## src/rtl/sdram_arbiter.sv

```systemverilog
// sdram_arbiter: round-robin two-port front end for SDRAM_Controller_v; one command and at most one read in flight.
// Latency: req sampled at E0 -> cmd_enable E0..E1 -> mN_ack E1..E2 (cmd_ready high); mN_rvalid one cycle after data_out_ready.
// Backpressure: cmd_ready low holds the command in ISSUE without limit; requesters hold req until ack; reads abort after TIMEOUT cycles.
module sdram_arbiter #(
   parameter int ADDR_W  = 23,
   parameter int DATA_W  = 32,
   parameter int TIMEOUT = 1024
) (
   input  logic                clk,
   input  logic                rst,
   input  logic                m0_req,
   input  logic                m0_wr,
   input  logic [DATA_W/8-1:0] m0_be,
   input  logic [ADDR_W-1:0]   m0_addr,
   input  logic [DATA_W-1:0]   m0_wdata,
   output logic                m0_ack,
   output logic                m0_rvalid,
   output logic [DATA_W-1:0]   m0_rdata,
   output logic                m0_err,
   input  logic                m1_req,
   input  logic                m1_wr,
   input  logic [DATA_W/8-1:0] m1_be,
   input  logic [ADDR_W-1:0]   m1_addr,
   input  logic [DATA_W-1:0]   m1_wdata,
   output logic                m1_ack,
   output logic                m1_rvalid,
   output logic [DATA_W-1:0]   m1_rdata,
   output logic                m1_err,
   input  logic                cmd_ready,
   output logic                cmd_enable,
   output logic                cmd_wr,
   output logic [DATA_W/8-1:0] cmd_byte_enable,
   output logic [ADDR_W-1:0]   cmd_address,
   output logic [DATA_W-1:0]   cmd_data_in,
   input  logic [DATA_W-1:0]   data_out,
   input  logic                data_out_ready,
   output logic                busy,
   output logic                owner
);

   localparam int WD_W = $clog2(TIMEOUT);

   localparam logic [1:0] IDLE    = 2'd0;
   localparam logic [1:0] ISSUE   = 2'd1;
   localparam logic [1:0] WAIT_RD = 2'd2;

   logic [1:0]      state;
   logic            last;
   logic [WD_W-1:0] wd;
   logic            elig0;
   logic            elig1;
   logic            pick;

   // Eligibility masks the stale request a port still holds in its ack cycle; ties go to the port not served last.
   always_comb begin
      elig0 = m0_req & ~m0_ack;
      elig1 = m1_req & ~m1_ack;
      pick  = 1'b0;
      if (elig0 && elig1) begin
         pick = ~last;
      end else if (elig1) begin
         pick = 1'b1;
      end
   end

   assign busy = (state != IDLE);

   // Arbitration, command issue, read-data routing and read watchdog.
   always_ff @(posedge clk) begin
      if (!rst) begin
         state           <= IDLE;
         last            <= 1'b1;
         owner           <= 1'b0;
         wd              <= '0;
         cmd_enable      <= 1'b0;
         cmd_wr          <= 1'b0;
         cmd_byte_enable <= '0;
         cmd_address     <= '0;
         cmd_data_in     <= '0;
         m0_ack          <= 1'b0;
         m0_rvalid       <= 1'b0;
         m0_err          <= 1'b0;
         m0_rdata        <= '0;
         m1_ack          <= 1'b0;
         m1_rvalid       <= 1'b0;
         m1_err          <= 1'b0;
         m1_rdata        <= '0;
      end else begin
         m0_ack    <= 1'b0;
         m0_rvalid <= 1'b0;
         m0_err    <= 1'b0;
         m1_ack    <= 1'b0;
         m1_rvalid <= 1'b0;
         m1_err    <= 1'b0;
         case (state)
            IDLE: begin
               if (elig0 || elig1) begin
                  owner           <= pick;
                  last            <= pick;
                  cmd_enable      <= 1'b1;
                  cmd_wr          <= pick ? m1_wr    : m0_wr;
                  cmd_byte_enable <= pick ? m1_be    : m0_be;
                  cmd_address     <= pick ? m1_addr  : m0_addr;
                  cmd_data_in     <= pick ? m1_wdata : m0_wdata;
                  state           <= ISSUE;
               end
            end
            ISSUE: begin
               if (cmd_enable && cmd_ready) begin
                  cmd_enable <= 1'b0;
                  if (owner) begin
                     m1_ack <= 1'b1;
                  end else begin
                     m0_ack <= 1'b1;
                  end
                  if (cmd_wr) begin
                     state <= IDLE;
                  end else begin
                     wd    <= '0;
                     state <= WAIT_RD;
                  end
               end
            end
            WAIT_RD: begin
               if (data_out_ready) begin
                  if (owner) begin
                     m1_rdata  <= data_out;
                     m1_rvalid <= 1'b1;
                  end else begin
                     m0_rdata  <= data_out;
                     m0_rvalid <= 1'b1;
                  end
                  state <= IDLE;
               end else if (wd == WD_W'(TIMEOUT - 1)) begin
                  if (owner) begin
                     m1_err <= 1'b1;
                  end else begin
                     m0_err <= 1'b1;
                  end
                  state <= IDLE;
               end else begin
                  wd <= wd + WD_W'(1);
               end
            end
            default: state <= IDLE;
         endcase
      end
   end

endmodule

```

## config.mk

```make
export PLATFORM = sky130hd
export DESIGN_NAME = sdram_arbiter
export DESIGN_NICKNAME = d
export VERILOG_FILES = /design/src/rtl/sdram_arbiter.sv
export SDC_FILE = /design/constraint.sdc
export NUM_CORES = 1
export LEC_CHECK = 0
export BUFFER_PORTS_ARGS = -buffer_cell sky130_fd_sc_hd__buf_2
export CORE_ASPECT_RATIO = 1.4
export CORE_UTILIZATION = 30
export CTS_BUF_LIST = sky130_fd_sc_hd__clkbuf_4
export CTS_CLUSTER_DIAMETER = 30
export DETAILED_ROUTE_END_ITERATION = 10
export PLACE_DENSITY = 0.64
export SYNTH_ARGS = -nofsm -noshare
export SYNTH_HDL_FRONTEND = slang
export SYNTH_SLANG_ARGS = --single-unit
```

## constraint.sdc

```tcl
create_clock -name clk -period 4.4 [get_ports clk]
set_clock_uncertainty 0.2 [all_clocks]
set_input_delay 0.66 -clock clk [delete_from_list [all_inputs] [get_ports clk]]
set_output_delay 0.66 -clock clk [all_outputs]
set_load 0.02 [all_outputs]
```

==> PnR_summary.wiki, run 1 <==
{| class="wikitable"
! Metric !! Value
|-
| Run status || finished clean
|-
| Detailed Route Iter0 Violations || 311
|-
| Detailed Route WL || 17.8 mm
|-
| Final Slew Violations || 0
|-
| Clock-pin slew on the worst setup and hold paths || 0.15 ns
|-
| Data required time at the worst endpoint || 4.66 ns
|-
| DRT Pass-1 Iters || 5
|-
| Worst Reg2Reg Path Length in Cells || 5
|-
| Int Pwr || 0.00185 W
|-
| Setup repair after global routing missed its margin || no
|-
| Layout area overhead || 31.9%
|-
| Post-cts repair resize count || 0
|-
| Pre-CTS worst setup slack || 1.56 ns
|-
| Net Switching || 0.000871 W
|-
| DRC || 0
|-
| Slew headroom || 20.9%
|-
| Deepest level of the CTS H-tree || 4
|-
| Hold violation count in the final report || 0
|-
| Clock root cell || sky130_fd_sc_hd__clkbuf_4
|-
| Post-CTS Setup Inserts || 0
|-
| Std-Cell Core Area || 18800 sq um
|-
| Effective utilization at floorplan || 30.9%
|-
| Minimum clock period after layout || 2.52 ns
|-
| Count of maximum capacitance violations || 0
|-
| Share of synthesized registers carrying an async set or reset || 0%
|-
| Share of the cycle needed by the critical path after routing || 57.3%
|-
| Arrival time worst endpoint || 2.78 ns
|-
| Synth area leader || sky130_fd_sc_hd__dfxtp_1
|-
| Most instantiated flip-flop cell in the synthesis netlist || sky130_fd_sc_hd__dfxtp_1
|-
| Switch share || 32.0%
|-
| Classification of the worst-slack hold path || primary input to register
|-
| Hold bufs inserted after CTS || 0
|-
| Clock Latency Late Sink || 0.53 ns
|-
| Total power per unit cell area || 355 nW/um^2
|-
| DP HPWL || 12.5 mm
|-
| Worst setup slack after layout || 1.88 ns
|-
| Cell area after synthesis || 5820 sq um
|-
| Number of failing setup endpoints in the final timing report || 0
|-
| Overall global routing resource usage || 17.7%
|-
| Layout Nets || 1148
|-
| Remaining Overflow, GRT || 0
|-
| Via count of the first global-routing pass || 5654
|-
| Number of flops mapped to enable cells by yosys || 0
|-
| Chip height || 167 microns
|-
| Leading cell type in the layout, fill and taps excluded || sky130_fd_sc_hd__buf_2
|-
| Synth area leaders || sky130_fd_sc_hd__dfxtp_1, sky130_fd_sc_hd__nand2_1, sky130_fd_sc_hd__a311oi_1, sky130_fd_sc_hd__a21oi_1, sky130_fd_sc_hd__nor2_1
|-
| Maximum achievable frequency || 397 MHz
|-
| Leakage component of the power || 3.45 nW
|-
| Number of buffers created by CTS || 17
|-
| Synthesized netlist cell count || 731
|-
| CTS max path bufs || 2
|-
| Seq/Total Area, Yosys || 49.9%
|-
| Kind of start point of the critical path || register
|-
| Average detailed-routed wire length per instance || 14.2 microns
|-
| Combinational share of power || 17.1%
|-
| Post-route antenna net violation count || 0
|-
| Placer Congestion || 0.777
|-
| Syn avg cell area || 7.96 sq um
|-
| Proportion of layout cells with a drive suffix above 1 || 34.5%
|-
| Top-Level Pins || 291
|-
| Die boundary width || 120 microns
|-
| Maximum number of pins on one net before global-route repair || 124
|-
| Most frequent cells in the layout || sky130_fd_sc_hd__buf_2, sky130_fd_sc_hd__nand2_1, sky130_fd_sc_hd__dfxtp_1
|-
| Fin Setup TNS || 0 ns
|-
| Sequential power share || 52.1%
|-
| Slew of the pin with the lowest slew margin || 1.19 ns
|-
| First-pass GRT wire length || 28.2 mm
|-
| Detail-routed via count per cell || 4.84
|-
| Type of the worst setup path || register to register
|-
| Number of antenna violations at the first check in global routing || 2
|-
| TritonCTS clock tree || yes
|-
| # port buffers || 290
|-
| Crit end category || register
|-
| Clock power frac || 30.9%
|-
| Synthesized net count || 890
|-
| Netlist cell types || 47
|-
| Fraction of synthesized cell area taken by the top area cell type || 49.9%
|-
| Via total after detailed routing || 6046
|-
| Yosys warns || 0
|-
| Share of the core filled with cells in the final layout || 40.8%
|-
| Die Area || 20000 sq um
|-
| Hold path depth || 3
|-
| Total clock sinks || 145
|-
| Highest net fanout along the worst path || 16
|-
| Peak supply drop || 138 uV
|-
| Placement row count || 59
|-
| Total of flip-flops plus latches after synthesis || 145
|}
cell usage after synthesis (2+ instances only):
library cell and number:
sky130_fd_sc_hd__dfxtp_1 145, sky130_fd_sc_hd__nor2_1 65, sky130_fd_sc_hd__nand2b_1 6, sky130_fd_sc_hd__a21oi_1 72, sky130_fd_sc_hd__clkbuf_1 34, sky130_fd_sc_hd__and3_1 3, sky130_fd_sc_hd__o211ai_1 2, sky130_fd_sc_hd__buf_2 23
sky130_fd_sc_hd__o21ai_0 4, sky130_fd_sc_hd__nor3_1 6, sky130_fd_sc_hd__inv_1 2, sky130_fd_sc_hd__buf_6 2, sky130_fd_sc_hd__nand3b_1 2, sky130_fd_sc_hd__nand3_1 8, sky130_fd_sc_hd__or3_1 2, sky130_fd_sc_hd__nand2_1 260
sky130_fd_sc_hd__nand4_1 2, sky130_fd_sc_hd__a311oi_2 8, sky130_fd_sc_hd__a211oi_1 2, sky130_fd_sc_hd__nor2b_1 2, sky130_fd_sc_hd__and4_1 2, sky130_fd_sc_hd__a311oi_1 54
cell families after synthesis:
| family | after synthesis | share of synthesized area (%) |
|---|---|---|
| and+or+nand+nor | 367 | 25.8 |
| AOI/OAI and AO/OA | 155 | 19.2 |
| DFF | 145 | 49.9 |
| buffers and inverters | 63 | 4.88 |
| adders and majority gates | 1 | 0.215 |
registers in the layout (all words and copies together) (netlist names), 2 cells and up:
signal and flops:
cmd_address 23, cmd_byte_enable 4, cmd_data_in 32, m0_rdata 32, m1_rdata 32, state 2, wd 10
power by group through the flow:
stage	Clock (W)	Combinational, W	Sequential, W
5_1_grt	0.000940	0.000512	0.00143
6_report	0.000840	0.000464	0.00142
4_1_cts	0.000886	0.000471	0.00142
3_3_place_gp	0	0.000467	0.00145
3_5_place_dp	0	0.000471	0.00145
2_1_floorplan	0	0.000205	0.00152
stage by stage:
step | area, sq um | instances | total power [W] | hold WS (ns)
2_1_floorplan | 5820 | 731 | 0.00173 | 0.251
3_3_place_gp | 7390 | 1214 | 0.00191 | 0.238
3_5_place_dp | 7390 | 1214 | 0.00192 | 0.244
4_1_cts | 7670 | 1246 | 0.00278 | 0.0830
5_1_grt | 7670 | 1247 | 0.00288 | 0.0769
6_report | 7670 | 1248 | 0.00272 | 0.152
worst max-delay path: stages (launching register included):
cell and delay [ns]:
sky130_fd_sc_hd__dfxtp_1 0.52, sky130_fd_sc_hd__nor2b_1 0.56, sky130_fd_sc_hd__and3_1 0.68, sky130_fd_sc_hd__buf_4 0.29, sky130_fd_sc_hd__nand2_1 0.07, sky130_fd_sc_hd__a21oi_1 0.14
routing by layer:
| layer | vias up | GRT usage, % | wire, microns |
|---|---|---|---|
| met2 | 268 | 30.8 | 8820 |
| met4 | 2 | 6.96 | 306 |
| li1 | 3012 | - | - |
| met3 | 22 | 5.38 | 1480 |
| met1 | 2742 | 19.9 | 7140 |
| met5 | - | 0 | 13 |
path summary, 6_finish.rpt:
kind,start,end,slack (ns)
hold / removal,m1_addr[9],cmd_address[9],0.15
setup reg to reg,state[1],m0_rdata[28],1.88
hold reg to reg,m0_rdata[25],m0_rdata[25],0.26
setup / recovery,state[1],m0_rdata[28],1.88
cell type report:
cell class	instances	area, sq um
clock inverter	15	148
multi-input combinational	523	2640
tap	244	305
sequential	145	2900
fill	2033	11100
inverter	3	13.8
timing repair buffer	299	1530
clock buffer	17	128
antenna	2	5.00
No activity file was read; power rests on OpenSTA's default activity.
==> run 2, diff against run 1 <==
==> constraint.sdc (replaced) <==
create_clock -name clk -period 2.4 [get_ports clk]
set_clock_uncertainty 0.2 [all_clocks]
set_input_delay 0.36 -clock clk [delete_from_list [all_inputs] [get_ports clk]]
set_output_delay 0.36 -clock clk [all_outputs]
set_load 0.02 [all_outputs]
==> PnR_summary.wiki, run 2 (synthesis results as in run 1) <==
{| class="wikitable"
! Metric !! Value
|-
| Share of the cycle needed by the critical path after routing || 95.8%
|-
| Highest net fanout along the worst path || 48 (+32)
|-
| Minimum clock period after layout || 2.30 ns
|-
| Die boundary width || 120 microns (unchanged)
|-
| Number of antenna violations at the first check in global routing || 1 (-1)
|-
| Number of buffers created by CTS || 17 (unchanged)
|-
| Average detailed-routed wire length per instance || 15.2 microns (+7.0%)
|-
| Data required time at the worst endpoint || 2.64 ns (-2.02 ns)
|-
| DRT Pass-1 Iters || 5 (unchanged)
|-
| Fin Setup TNS || 0 ns (unchanged)
|-
| Worst setup slack after layout || 0.0999 ns (-1.78 ns)
|-
| Maximum number of pins on one net before global-route repair || 89 (-28%)
|-
| First-pass GRT wire length || 33.3 mm (+18%)
|-
| # port buffers || 290 (unchanged)
|-
| Area of placed instances || 7510 sq um (+1.5%)
|-
| Placement row count || 59 (unchanged)
|-
| Proportion of layout cells with a drive suffix above 1 || 30.7% (-3.8 points)
|-
| Crit end category || register
|-
| Kind of start point of the critical path || primary input
|-
| Detail-routed via count per cell || 4.93 (+1.7%)
|-
| Layout Nets || 1311 (+14%)
|-
| Most frequent cells in the layout || sky130_fd_sc_hd__buf_2, sky130_fd_sc_hd__nand2_1, sky130_fd_sc_hd__dlygate4sd3_1
|-
| DRC || 0 (unchanged)
|-
| Detailed Route Iter0 Violations || 341 (+9.6%)
|-
| Classification of the worst-slack hold path || primary input to register
|-
| Clock-pin slew on the worst setup and hold paths || 0.14 ns (about the same)
|-
| Deepest level of the CTS H-tree || 4 (unchanged)
|-
| Placer Congestion || 0.774 (-0.40%)
|-
| Chip height || 167 microns (unchanged)
|-
| Register-to-register setup slack || 0.12 ns (-1.76 ns)
|-
| Worst Reg2Reg Path Length in Cells || 6 (+1)
|-
| Final standard cell area without fillers || 9380 sq um (+22%)
|-
| Leakage component of the power || 4.18 nW (+21%)
|-
| Final Slew Violations || 0 (unchanged)
|-
| Remaining Overflow, GRT || 0 (unchanged)
|-
| Peak supply drop || 274 uV (+99%)
|-
| Die Area || 20000 sq um (unchanged)
|-
| Via total after detailed routing || 6950 (+15%)
|-
| Largest registers || cmd_data_in x32, m0_rdata x32, m1_rdata x32
|-
| Pre-CTS worst setup slack || 0.368 ns (-1.20 ns)
|-
| Detailed Route WL || 21.5 mm (+21%)
|-
| Destination of the worst register-to-register timing path || cmd_data_in[25]
|-
| Leading cell type in the layout, fill and taps excluded || sky130_fd_sc_hd__buf_2
|-
| Slew headroom || 44.7% (+24 points)
|-
| Setup repair after global routing missed its margin || no
|-
| Reg-to-Reg Start || m1_ack
|-
| Via count of the first global-routing pass || 6828 (+21%)
|-
| Type of the worst setup path || primary input to register
|-
| Slew of the pin with the lowest slew margin || 0.829 ns (-0.357 ns)
|-
| Clock Latency Late Sink || 0.54 ns (about the same)
|-
| Top-Level Pins || 291 (unchanged)
|-
| DP HPWL || 12.6 mm (+0.99%)
|-
| Arrival time worst endpoint || 2.54 ns (-0.24 ns)
|-
| Hold violation count in the final report || 0 (unchanged)
|-
| Met2 Wirelength || 10.7 mm (+22%)
|-
| CTS max path bufs || 2 (unchanged)
|-
| Total clock sinks || 145 (unchanged)
|-
| Overall global routing resource usage || 20.9% (+3.2 points)
|-
| Total power per unit cell area || 565 nW/um^2 (+59%)
|-
| Met3 routed wirelength || 1.51 mm (+2.0%)
|-
| CP startpoint || rst
|-
| Met1 routed wirelength after detailed routing || 8.53 mm (+19%)
|-
| Run status || finished clean
|-
| Clock root cell || sky130_fd_sc_hd__clkbuf_4
|-
| Count of maximum capacitance violations || 0 (unchanged)
|-
| TritonCTS clock tree || yes
|-
| Number of failing setup endpoints in the final timing report || 0 (unchanged)
|-
| Layout area overhead || 61.1%
|-
| Maximum achievable frequency || 435 MHz
|-
| Worst hold margin || 0.128 ns (-0.0238 ns)
|-
| Std-Cell Core Area || 18800 sq um (unchanged)
|-
| Post-route antenna net violation count || 0 (unchanged)
|-
| Critical path destination || cmd_data_in[25]
|-
| Effective utilization at floorplan || 30.9% (unchanged)
|-
| Top routing layer in use || met4
|}
[run 2: cell count changes in the layout (fill, tap and decap cells not counted), moves of 2 or more]
cell,previous run,this run
sky130_fd_sc_hd__clkinvlp_4,3,5
sky130_fd_sc_hd__buf_12,1,6
sky130_fd_sc_hd__dlygate4sd3_1,0,155
sky130_fd_sc_hd__buf_6,0,2
[run 2: layout make-up]
| cell class | instances | area, sq um |
|---|---|---|
| Clock inverter | 15 | 148 |
| Multi-Input combinational cell | 523 | 2650 |
| Timing Repair Buffer | 462 | 3230 |
| Fill cell | 1756 | 9450 |
| Clock buffer | 17 | 128 |
| Tap cell | 244 | 305 |
| Inverter | 3 | 13.8 |
| Antenna cell | 1 | 2.50 |
| Sequential cell | 145 | 2900 |
[run 2: metrics by stage]
stage | instances | util, % | power (W)
after floorplan | 731 | - | 0.00317
after global placement | 1219 | 39.9 | 0.00353
after detailed placement | 1219 | 39.9 | 0.00354
after CTS | 1406 | 49.6 | 0.00533
after global routing | 1410 | 49.8 | 0.00558
final | 1410 | 49.8 | 0.00530
[run 2: where the power goes]
part	switching [W]	internal [W]	total (W)
registers	0.0000712	0.00253	0.00260
logic	0.000623	0.000521	0.00114
clock network	0.00101	0.000543	0.00155
total	0.00170	0.00359	0.00530
[run 2: worst min path at each step]
stage | from | to | slack (ns) | cells past startpoint
final | m0_req | state[0] | 0.13 | 5
after global routing | m0_req | state[0] | 0.09 | 5
after CTS | m0_req | state[0] | 0.05 | 5
after detailed placement | m1_rdata[0] | m1_rdata[0] | 0.24 | 2
after global placement | m1_rdata[13] | m1_rdata[13] | 0.24 | 2
after floorplan | wd[3] | wd[3] | 0.25 | 1
[run 2: metal layers]
| metal | vias up | track usage (%) |
|---|---|---|
| met5 | - | 0 |
| met4 | 0 | 10.6 |
| met1 | 3214 | 22.5 |
| li1 | 3335 | - |
| met2 | 346 | 37.2 |
| met3 | 55 | 5.41 |
[run 2: worst max-delay path, cell delays in order]
cell	delay [ns]
sky130_fd_sc_hd__dlygate4sd3_1	0.54
sky130_fd_sc_hd__buf_2	0.21
sky130_fd_sc_hd__inv_4	0.41
sky130_fd_sc_hd__buf_12	0.31
sky130_fd_sc_hd__a311oi_1	0.09
sky130_fd_sc_hd__dlygate4sd3_1	0.57
[run 2: timing repair]
| item | 4_1_cts | 5_1_grt |
|---|---|---|
| resized for setup | 0 | 4 |
| setup buffers | 0 | 1 |
| setup endpoints to repair | 0 | 11 |
| hold buffers | 155 | 0 |
| endpoints found under the hold margin | 137 | 0 |
